File: src/rtl/demux_o_e_tdm_if.sv
// Serial TDM slot stream: one WIDTH-bit beat per valid cycle, with frame_start marking slot 0.
// Latency: none; this is a plain signal bundle.
// Backpressure: none; the receiver must accept every valid beat.
//
// Signals:
//   din          serial slot data
//   din_valid    din carries a slot beat this cycle
//   frame_start  qualifies a valid beat as slot 0 of a new frame
interface demux_o_e_tdm_if #(
    parameter int WIDTH = 1
);
    logic [WIDTH-1:0] din;
    logic             din_valid;
    logic             frame_start;

    // The link side drives the stream.
    modport master (
        output din,
        output din_valid,
        output frame_start
    );

    // The demultiplexer side consumes it.
    modport slave (
        input  din,
        input  din_valid,
        input  frame_start
    );
endinterface

File: src/rtl/demux_o_e_tdm.sv
// 1-to-8 TDM demultiplexer: collects 8 serial slot beats and publishes them atomically on D0..D7.
// Latency: D0..D7 and frame_valid appear 1 cycle after the closing beat (slot 7, or the parity beat).
// Backpressure: none; every valid beat is consumed, and din_valid gaps simply hold all state.
//
// Ports:
//   clk, rst_n     rising-edge clock and synchronous active-low reset
//   rx             slave side of demux_o_e_tdm_if (din, din_valid, frame_start)
//   D0..D7         registered channel outputs, updated only on frame commit
//   frame_valid    one-cycle pulse when D0..D7 were just updated
//   sync_err       one-cycle pulse when a frame_start beat aborted a partial frame
//   slot           index of the next slot expected
//   busy           high while a frame is being assembled
//   frame_err      (DEMUX_PARITY_EN only) one-cycle pulse when the parity beat mismatched
//
// Build option: define DEMUX_PARITY_EN to add a trailing parity beat (XOR of all 8 slots)
// that must match before the frame is committed.
module demux_o_e_tdm #(
    parameter int WIDTH = 1
) (
    input  logic             clk,
    input  logic             rst_n,
    demux_o_e_tdm_if.slave   rx,
    output logic [WIDTH-1:0] D0,
    output logic [WIDTH-1:0] D1,
    output logic [WIDTH-1:0] D2,
    output logic [WIDTH-1:0] D3,
    output logic [WIDTH-1:0] D4,
    output logic [WIDTH-1:0] D5,
    output logic [WIDTH-1:0] D6,
    output logic [WIDTH-1:0] D7,
    output logic             frame_valid,
    output logic             sync_err,
`ifdef DEMUX_PARITY_EN
    output logic             frame_err,
`endif
    output logic [2:0]       slot,
    output logic             busy
);

    // ------------------------------------------------------------------
    // FSM encoding
    // ------------------------------------------------------------------
    localparam logic [1:0] ST_IDLE    = 2'd0;
    localparam logic [1:0] ST_COLLECT = 2'd1;
`ifdef DEMUX_PARITY_EN
    localparam logic [1:0] ST_PARITY  = 2'd2;
`endif

    logic [1:0]       state;
    logic [1:0]       state_nxt;

    // Staging registers hold the frame under assembly; outputs only see them at commit.
    logic [WIDTH-1:0] stg   [8];
    logic [WIDTH-1:0] dq    [8];
    logic [WIDTH-1:0] frame_nxt [8];

    // ------------------------------------------------------------------
    // Beat decode
    // ------------------------------------------------------------------
    logic beat;
    logic start_beat;     // frame_start beat: opens a new frame in any state
    logic resync;         // start beat that abandons a partial frame
    logic collect_beat;   // ordinary data beat inside a frame
    logic last_beat;      // data beat landing in slot 7
    logic commit;         // publish frame_nxt onto D0..D7
`ifdef DEMUX_PARITY_EN
    logic             par_beat;
    logic             par_ok;
    logic             frame_bad;
    logic [WIDTH-1:0] par_calc;
`endif

    assign beat         = rx.din_valid;
    assign start_beat   = beat && rx.frame_start;
    assign resync       = start_beat && (state != ST_IDLE);
    assign collect_beat = beat && !rx.frame_start && (state == ST_COLLECT);
    assign last_beat    = collect_beat && (slot == 3'd7);

`ifdef DEMUX_PARITY_EN
    always_comb begin
        par_calc = '0;
        for (int i = 0; i < 8; i++) begin
            par_calc = par_calc ^ stg[i];
        end
    end

    assign par_beat  = beat && !rx.frame_start && (state == ST_PARITY);
    assign par_ok    = (par_calc == rx.din);
    assign commit    = par_beat && par_ok;
    assign frame_bad = par_beat && !par_ok;
`else
    assign commit    = last_beat;
`endif

    // Commit image. Without parity the slot-7 beat is still on din at the commit edge,
    // so it is taken straight from the bus instead of from a staging register.
    always_comb begin
        for (int i = 0; i < 8; i++) begin
            frame_nxt[i] = stg[i];
        end
`ifndef DEMUX_PARITY_EN
        frame_nxt[7] = rx.din;
`endif
    end

    // ------------------------------------------------------------------
    // Next-state logic
    // ------------------------------------------------------------------
    always_comb begin
        state_nxt = state;
        if (start_beat) begin
            state_nxt = ST_COLLECT;
        end else if (last_beat) begin
`ifdef DEMUX_PARITY_EN
            state_nxt = ST_PARITY;
`else
            state_nxt = ST_IDLE;
`endif
        end
`ifdef DEMUX_PARITY_EN
        else if (par_beat) begin
            state_nxt = ST_IDLE;
        end
`endif
    end

    always_ff @(posedge clk) begin
        if (!rst_n) begin
            state <= ST_IDLE;
        end else begin
            state <= state_nxt;
        end
    end

    // ------------------------------------------------------------------
    // Slot counter: a start beat fills slot 0, so the next expected is 1.
    // The only 7->0 wrap is the increment on the slot-7 beat (frame completion).
    // ------------------------------------------------------------------
    always_ff @(posedge clk) begin
        if (!rst_n) begin
            slot <= 3'd0;
        end else if (start_beat) begin
            slot <= 3'd1;
        end else if (collect_beat) begin
            slot <= slot + 3'd1;
        end
    end

    // ------------------------------------------------------------------
    // Staging registers
    // ------------------------------------------------------------------
    always_ff @(posedge clk) begin
        if (!rst_n) begin
            for (int i = 0; i < 8; i++) begin
                stg[i] <= '0;
            end
        end else if (start_beat) begin
            stg[0] <= rx.din;
        end else if (collect_beat) begin
            stg[slot] <= rx.din;
        end
    end

    // ------------------------------------------------------------------
    // Channel outputs and status pulses
    // ------------------------------------------------------------------
    always_ff @(posedge clk) begin
        if (!rst_n) begin
            for (int i = 0; i < 8; i++) begin
                dq[i] <= '0;
            end
        end else if (commit) begin
            for (int i = 0; i < 8; i++) begin
                dq[i] <= frame_nxt[i];
            end
        end
    end

    always_ff @(posedge clk) begin
        if (!rst_n) begin
            frame_valid <= 1'b0;
            sync_err    <= 1'b0;
        end else begin
            frame_valid <= commit;
            sync_err    <= resync;
        end
    end

`ifdef DEMUX_PARITY_EN
    always_ff @(posedge clk) begin
        if (!rst_n) begin
            frame_err <= 1'b0;
        end else begin
            frame_err <= frame_bad;
        end
    end
`endif

    // Busy follows the registered state, so it resets low and drops with the commit edge.
    assign busy = (state != ST_IDLE);

    assign D0 = dq[0];
    assign D1 = dq[1];
    assign D2 = dq[2];
    assign D3 = dq[3];
    assign D4 = dq[4];
    assign D5 = dq[5];
    assign D6 = dq[6];
    assign D7 = dq[7];

endmodule

File: src/flat_wrapper.sv
// flat-port wrapper written by rule: the top's interface ports become plain ports
module demux_o_e_tdm_flat 
#(
    parameter int WIDTH = 1
)
  (clk, rst_n, D0, D1, D2, D3, D4, D5, D6, D7, frame_valid, sync_err, slot, busy, rx_din, rx_din_valid, rx_frame_start);
  demux_o_e_tdm_if #(.WIDTH(WIDTH)) rx_i ();
  input  logic clk;
  input  logic rst_n;
  output logic [WIDTH-1:0] D0;
  output logic [WIDTH-1:0] D1;
  output logic [WIDTH-1:0] D2;
  output logic [WIDTH-1:0] D3;
  output logic [WIDTH-1:0] D4;
  output logic [WIDTH-1:0] D5;
  output logic [WIDTH-1:0] D6;
  output logic [WIDTH-1:0] D7;
  output logic frame_valid;
  output logic sync_err;
  output logic [2:0] slot;
  output logic busy;
  input wire logic [$bits(rx_i.din)-1:0] rx_din;
  input wire logic [$bits(rx_i.din_valid)-1:0] rx_din_valid;
  input wire logic [$bits(rx_i.frame_start)-1:0] rx_frame_start;
  assign rx_i.din = rx_din;
  assign rx_i.din_valid = rx_din_valid;
  assign rx_i.frame_start = rx_frame_start;
  demux_o_e_tdm #(.WIDTH(WIDTH)) u_core (.clk(clk), .rst_n(rst_n), .rx(rx_i), .D0(D0), .D1(D1), .D2(D2), .D3(D3), .D4(D4), .D5(D5), .D6(D6), .D7(D7), .frame_valid(frame_valid), .sync_err(sync_err), .slot(slot), .busy(busy));
endmodule
File: config.mk
export PLATFORM = sky130hd
export DESIGN_NAME = demux_o_e_tdm_flat
export DESIGN_NICKNAME = d
export VERILOG_FILES = /design/src/rtl/demux_o_e_tdm_if.sv /design/src/rtl/demux_o_e_tdm.sv /design/src/flat_wrapper.sv
export SDC_FILE = /design/constraint.sdc
export NUM_CORES = 1
export LEC_CHECK = 0
export CAP_MARGIN = 40
export CORE_MARGIN = 10
export CORE_UTILIZATION = 25
export DETAILED_ROUTE_END_ITERATION = 7
export PLACE_DENSITY = 0.51
export SLEW_MARGIN = 20
export SYNTH_ARGS = -nofsm -noshare
export SYNTH_HDL_FRONTEND = slang
export SYNTH_SLANG_ARGS = --single-unit
export TNS_END_PERCENT = 10
File: constraint.sdc
create_clock -name clk -period 2.1 [get_ports clk]
set_input_delay 0.315 -clock clk [delete_from_list [all_inputs] [get_ports clk]]
set_output_delay 0.315 -clock clk [all_outputs]
set_load 0.05 [all_outputs]
# After elaboration in Yosys (flattened, before gate mapping)
# Memory sizes are Yosys's and may differ from the RTL's.
# Index checks and enable logic that the tools add are counted.
word_totals:
  register_bits: 6
  ramBits: 16
  inputBits: 5
  output_inout_bits: 14
  wordCells: 56
  n_memories: 2
mem_list:
  columns: ["memory", "words", "word_bits", "read_ports", "rd_clocked_by_memory_dff", "write_ports", "line_no", "source"]
  rows:
  - ["u_core.dq", 8, 1, 8, 0, 8, "demux_o_e_tdm.sv:54", "logic [WIDTH-1:0] dq [8];"]
  - ["u_core.stg", 8, 1, 7, 0, 8, "demux_o_e_tdm.sv:53", "logic [WIDTH-1:0] stg [8];"]
op_classes:
  addsub: 1
  eq_ne: 1
  mux: 27
  n_bitwise: 10
  n_reduce_logical: 10
op_table:
  columns: ["cell", "count"]
  rows:
  - ["$mux W1", 26]
  - ["$or A1 B1 Y1", 9]
  - ["$logic_and A1 B1 Y1", 5]
  - ["$reduce_bool A2 Y1", 2]
  - ["$add A3 B1 Y3 const B", 1]
  - ["$eq A3 B3 Y1 const B", 1]
  - ["$mux W3", 1]
  - ["$reduce_or A2 Y1", 1]
  - ["$logic_not A1 Y1", 1]
  - ["$not A1 Y1", 1]
  - ["$reduce_or A1 Y1", 1]

# Longest topological paths before layout
depth:
  word_depth: 9
  mapped_depth: 5
  depth_no_buf: 5

# Worst setup path after synthesis
# OpenSTA, ideal clock, no wires.
synth_timing:
  path_type: "flip-flop to flip-flop"
  startpoint: "reg u_core.slot[0]"
  endpoint: "mem u_core.dq[0][0] (enable)"
  arrival_ns: 1.642
  path_slack_ns: 0.133
  stages_incl_launch_ff: 5
  path_buffers: 0
  period_less_slack_ns: 1.967
  cell_sequence: "dfxtp_1 -> ha_1 -> ha_1 -> nand4b_1 -> nand2_1"
synth_rtl:
  columns: ["element", "line_no", "source"]
  rows:
  - ["start: declaration", "demux_o_e_tdm.sv:36", "output logic [2:0] slot,"]
  - ["start signal: assignment", "demux_o_e_tdm.sv:145", "slot <= slot + 3'd1;"]
  - ["end: declaration", "demux_o_e_tdm.sv:54", null]

# Worst setup path after layout
layout_timing:
  startpoint: "reg u_core.slot[2]"
  endpoint: "out slot[2]"
layout_rtl:
  columns: ["element", "line_no", "source"]
  rows:
  - ["end: declaration", "flat_wrapper.sv:20", "output logic [2:0] slot;"]
# No word-level cell between the ends.

==> impl_summary.log <==
INFO  metric finish.utilization = about a third
INFO  metric fin_worst_hold_slack = 0.4867 ns
INFO  metric port_buffers = 18
INFO  metric initial_core_utilization = 26.04%
INFO  metric maximum_fanout_count_along_the_critical_path = 8
INFO  metric power.total = 0.7191 mW
INFO  metric ys_seq_area_share = between 50% and 60%
INFO  metric num_rows = 21
INFO  metric n_fill_cell = a little under 400
INFO  metric max_freq = 504.0 MHz
INFO  metric post_cts_buffers = 0
INFO  metric clock_skew = around 0.0025 ns
INFO  metric timing.rr.start = u_core.slot[0]$_SDFFE_PN0P_
INFO  metric max-cap-violations = 0
INFO  metric synth.ff_latch_count = 21
INFO  metric final_critical_path_time_including_i_o_delays_and_setup = a little under 2 ns
INFO  metric worstMarginPinSlew = a little over 0.5 ns
INFO  metric leakage_dissipation = between 0.4 and 0.5 nW
INFO  metric timing.max_slew.rel_slack = 65.72%
INFO  metric netlist-cell-type-count = 25
INFO  metric period_share = a little over nine tenths
INFO  metric route.vias.total = 641
INFO  metric critical_path_class = register to primary output
INFO  metric count_of_antenna_diodes_in_the_layout = 0
INFO  metric result_of_the_run = complete, no violations
INFO  metric drt-initial-drc-count = 25
INFO  metric grt_overflow = 0
INFO  metric ys.warnings.count = 0
INFO  metric clkSlewWorstSetupHoldPaths = approximately 0.12 ns
INFO  metric footprint_of_the_multi_input_gates = 347.8 µm²
INFO  metric hold_buffers = 0
INFO  metric detailed_placer_s_ending_hpwl = between 1000 and 1500 µm
INFO  metric avgSynthCellArea = between 10 and 15 µm²
INFO  metric gr-usage-all-layers = 6.181%
INFO  metric remaining_drc_errors = 0
INFO  metric crit_required = ~1.8 ns
INFO  metric layout_cell_share_with_drive_strength_beyond_1 = between 10% and 20%
INFO  metric coreArea = ~3400 µm²
INFO  metric ctsLongestPathBuffers = 2
INFO  metric startpoint = u_core.slot[2]$_SDFFE_PP0P_
INFO  metric globalplace.congestion = 0.7076
INFO  metric tritoncts = built
INFO  metric endpoint_kind = primary output
INFO  metric grt_max_degree = 13
INFO  metric cell_by_cell_trace_of_the_critical_path = clkdlybuf4s50_1
INFO  metric wl_per_cell = ~12 µm
INFO  metric areaGrowthSynthToFinish = 30.29%
INFO  metric htreeDepth = 1
INFO  metric firstDrtPassIters = 4
INFO  metric maxSlewViolCount = 0
INFO  metric pin_count = 19
INFO  metric power.density = about 630 nW/µm²
INFO  metric vias_per_cell = around 4.3
INFO  metric data_arrival_at_the_endpoint_of_the_critical_path = 1.67 ns
INFO  metric holdCritStartpoint = u_core.stg[5]$_DFF_P_
INFO  metric fin_nets = 110
INFO  metric ff_latch_area = a little under 500 µm²
INFO  metric syn_nets = 87
INFO  metric hold_viol_final = 0
INFO  metric min_delay_worst_type = register to register
INFO  metric global_route_wire_length_before_repair = 3132 µm
INFO  metric setup_viol_count_final = 0
INFO  metric cell_family_with_most_cp_delay = buffers and inverters
INFO  metric cts_resized = 0
INFO  metric ff2ff_setup_slack = 0.57 ns
INFO  metric totalNegativeSetupSlack = 0 ns
INFO  metric grt_pass1_vias = between 600 and 700
INFO  metric setup.worst_path.start_class = register
INFO  metric dieWidth = 79.19 µm
INFO  metric worstSkewPairLatency = ~0.3 ns
INFO  metric die_area = 6271 µm²
INFO  metric critical_path.n_buffers_inverters = 1
INFO  metric slowest_stage = clkdlybuf4s50_1
INFO  metric ant_nets = 0
INFO  metric post_synth_inst_count = 80
INFO  metric worst_path_largest_cell_delay = just under 0.9 ns
INFO  metric route.final.wire_length = about 1800 µm
INFO  metric die_h = around 79 µm
INFO  metric peakVddDrop = 0.0003893 V
INFO  metric cts-root-buf = clkbuf_4
INFO  metric antenna_found_initial = 0
INFO  metric synth_area = just under 900 µm²
INFO  metric unrepaired_setup_endpoints_after_global_routing = no
INFO  metric numCtsBuffers = 3
INFO  metric cts.sinks = 21
## per-stage QoR
stage,std cells,setup WS (ns),area [µm²]
CTS,148,0.09033,1141
global route,148,0.008349,1141
detailed placement,144,0.2478,1114
floorplan,80,0.1327,875.8
finish,148,0.1159,1141
global placement,144,0.2801,1114
## Yosys cell counts
library cell / count / area [µm²]
a211oi_1: 1 / 7.510
a21oi_1: 1 / 5.000
a22oi_1: 3 / 22.52
a31o_2: 1 / 8.760
a32o_1: 1 / 10.01
and2_1: 2 / 12.51
and3b_1: 1 / 8.760
and4_1: 1 / 8.760
buf_4: 1 / 7.510
buf_6: 1 / 11.26
clkbuf_1: 1 / 3.750
dfxtp_1: 14 / 280.3
edfxtp_1: 7 / 210.2
ha_1: 2 / 25.02
inv_1: 4 / 15.01
mux2_4: 2 / 30.03
mux2i_1: 5 / 50.05
nand2_1: 8 / 30.03
nand3_1: 4 / 20.02
nand3_2: 2 / 20.02
nand4_1: 1 / 6.260
nand4b_1: 1 / 8.760
nor2_1: 10 / 37.54
nor2b_1: 5 / 31.28
o21ai_0: 1 / 5.000
## worst register-to-register path: cells and delay by family, from the launching register on
family | cells | cell delay [ns]
adders and majority gates | 2 | 0.35
and+or+nand+nor | 2 | 0.39
DFF | 1 | 0.48
## final timing paths
path                                   endpoint  cells past startpoint
hold / removal            u_core.stg[5]$_DFF_P_                      2
hold reg to reg           u_core.stg[5]$_DFF_P_                      2
setup / recovery                        slot[2]                      1
setup reg to reg  u_core.dq[0][3]$_SDFFCE_PN0P_                      4
## cell type report
class	count	area share, %
Inverter	4	1.316
Multi-Input combinational cell	52	30.48
Timing Repair Buffer	21	17.76
Clock inverter	1	0.4386
Sequential cell	21	42.98
Clock buffer	3	1.974
Tap cell	46	5.044
## flip-flops by register name, indices dropped and copies added, names as in the netlist
signal / cells
u_core.sync_err: 1
u_core.frame_valid: 1
u_core.slot: 3
u_core.state: 1
u_core.dq: 8
u_core.stg: 7
## kinds of logic (layout without fill, tap and decap cells)
| family | Yosys count | in the layout | synth area share, % |
|---|---|---|---|
| buf+inv | 7 | 29 | 4.285 |
| simple gates | 35 | 35 | 21.00 |
| flops | 21 | 21 | 56.00 |
| fa+ha+maj | 2 | 2 | 2.857 |
| mux | 7 | 7 | 9.143 |
| compound gates | 8 | 8 | 6.714 |
## cells in the final DEF (no fill, tap or decap), types with 4 or more instances in the layout
cell             instances
edfxtp_1                 7
nand3_1                  4
mux2i_1                  5
dfxtp_1                 14
inv_1                    4
clkdlybuf4s50_1         18
nand2_1                  8
nor2b_1                  5
nor2_1                  10
## power by group
group	internal, mW	switching [mW]	total [mW]
Sequential	0.429	0.00683	0.436
Clock	0.0710	0.121	0.192
Combinational	0.0328	0.0589	0.0917
## layer usage
metal  part of all wire, %  global-route usage, %
met5                     0                      0
met2                    42                  9.380
met3                    11                  3.941
met4                  0.51                  1.613
met1                    46                  7.060
Note: power is estimated with default switching activity, not from simulation.
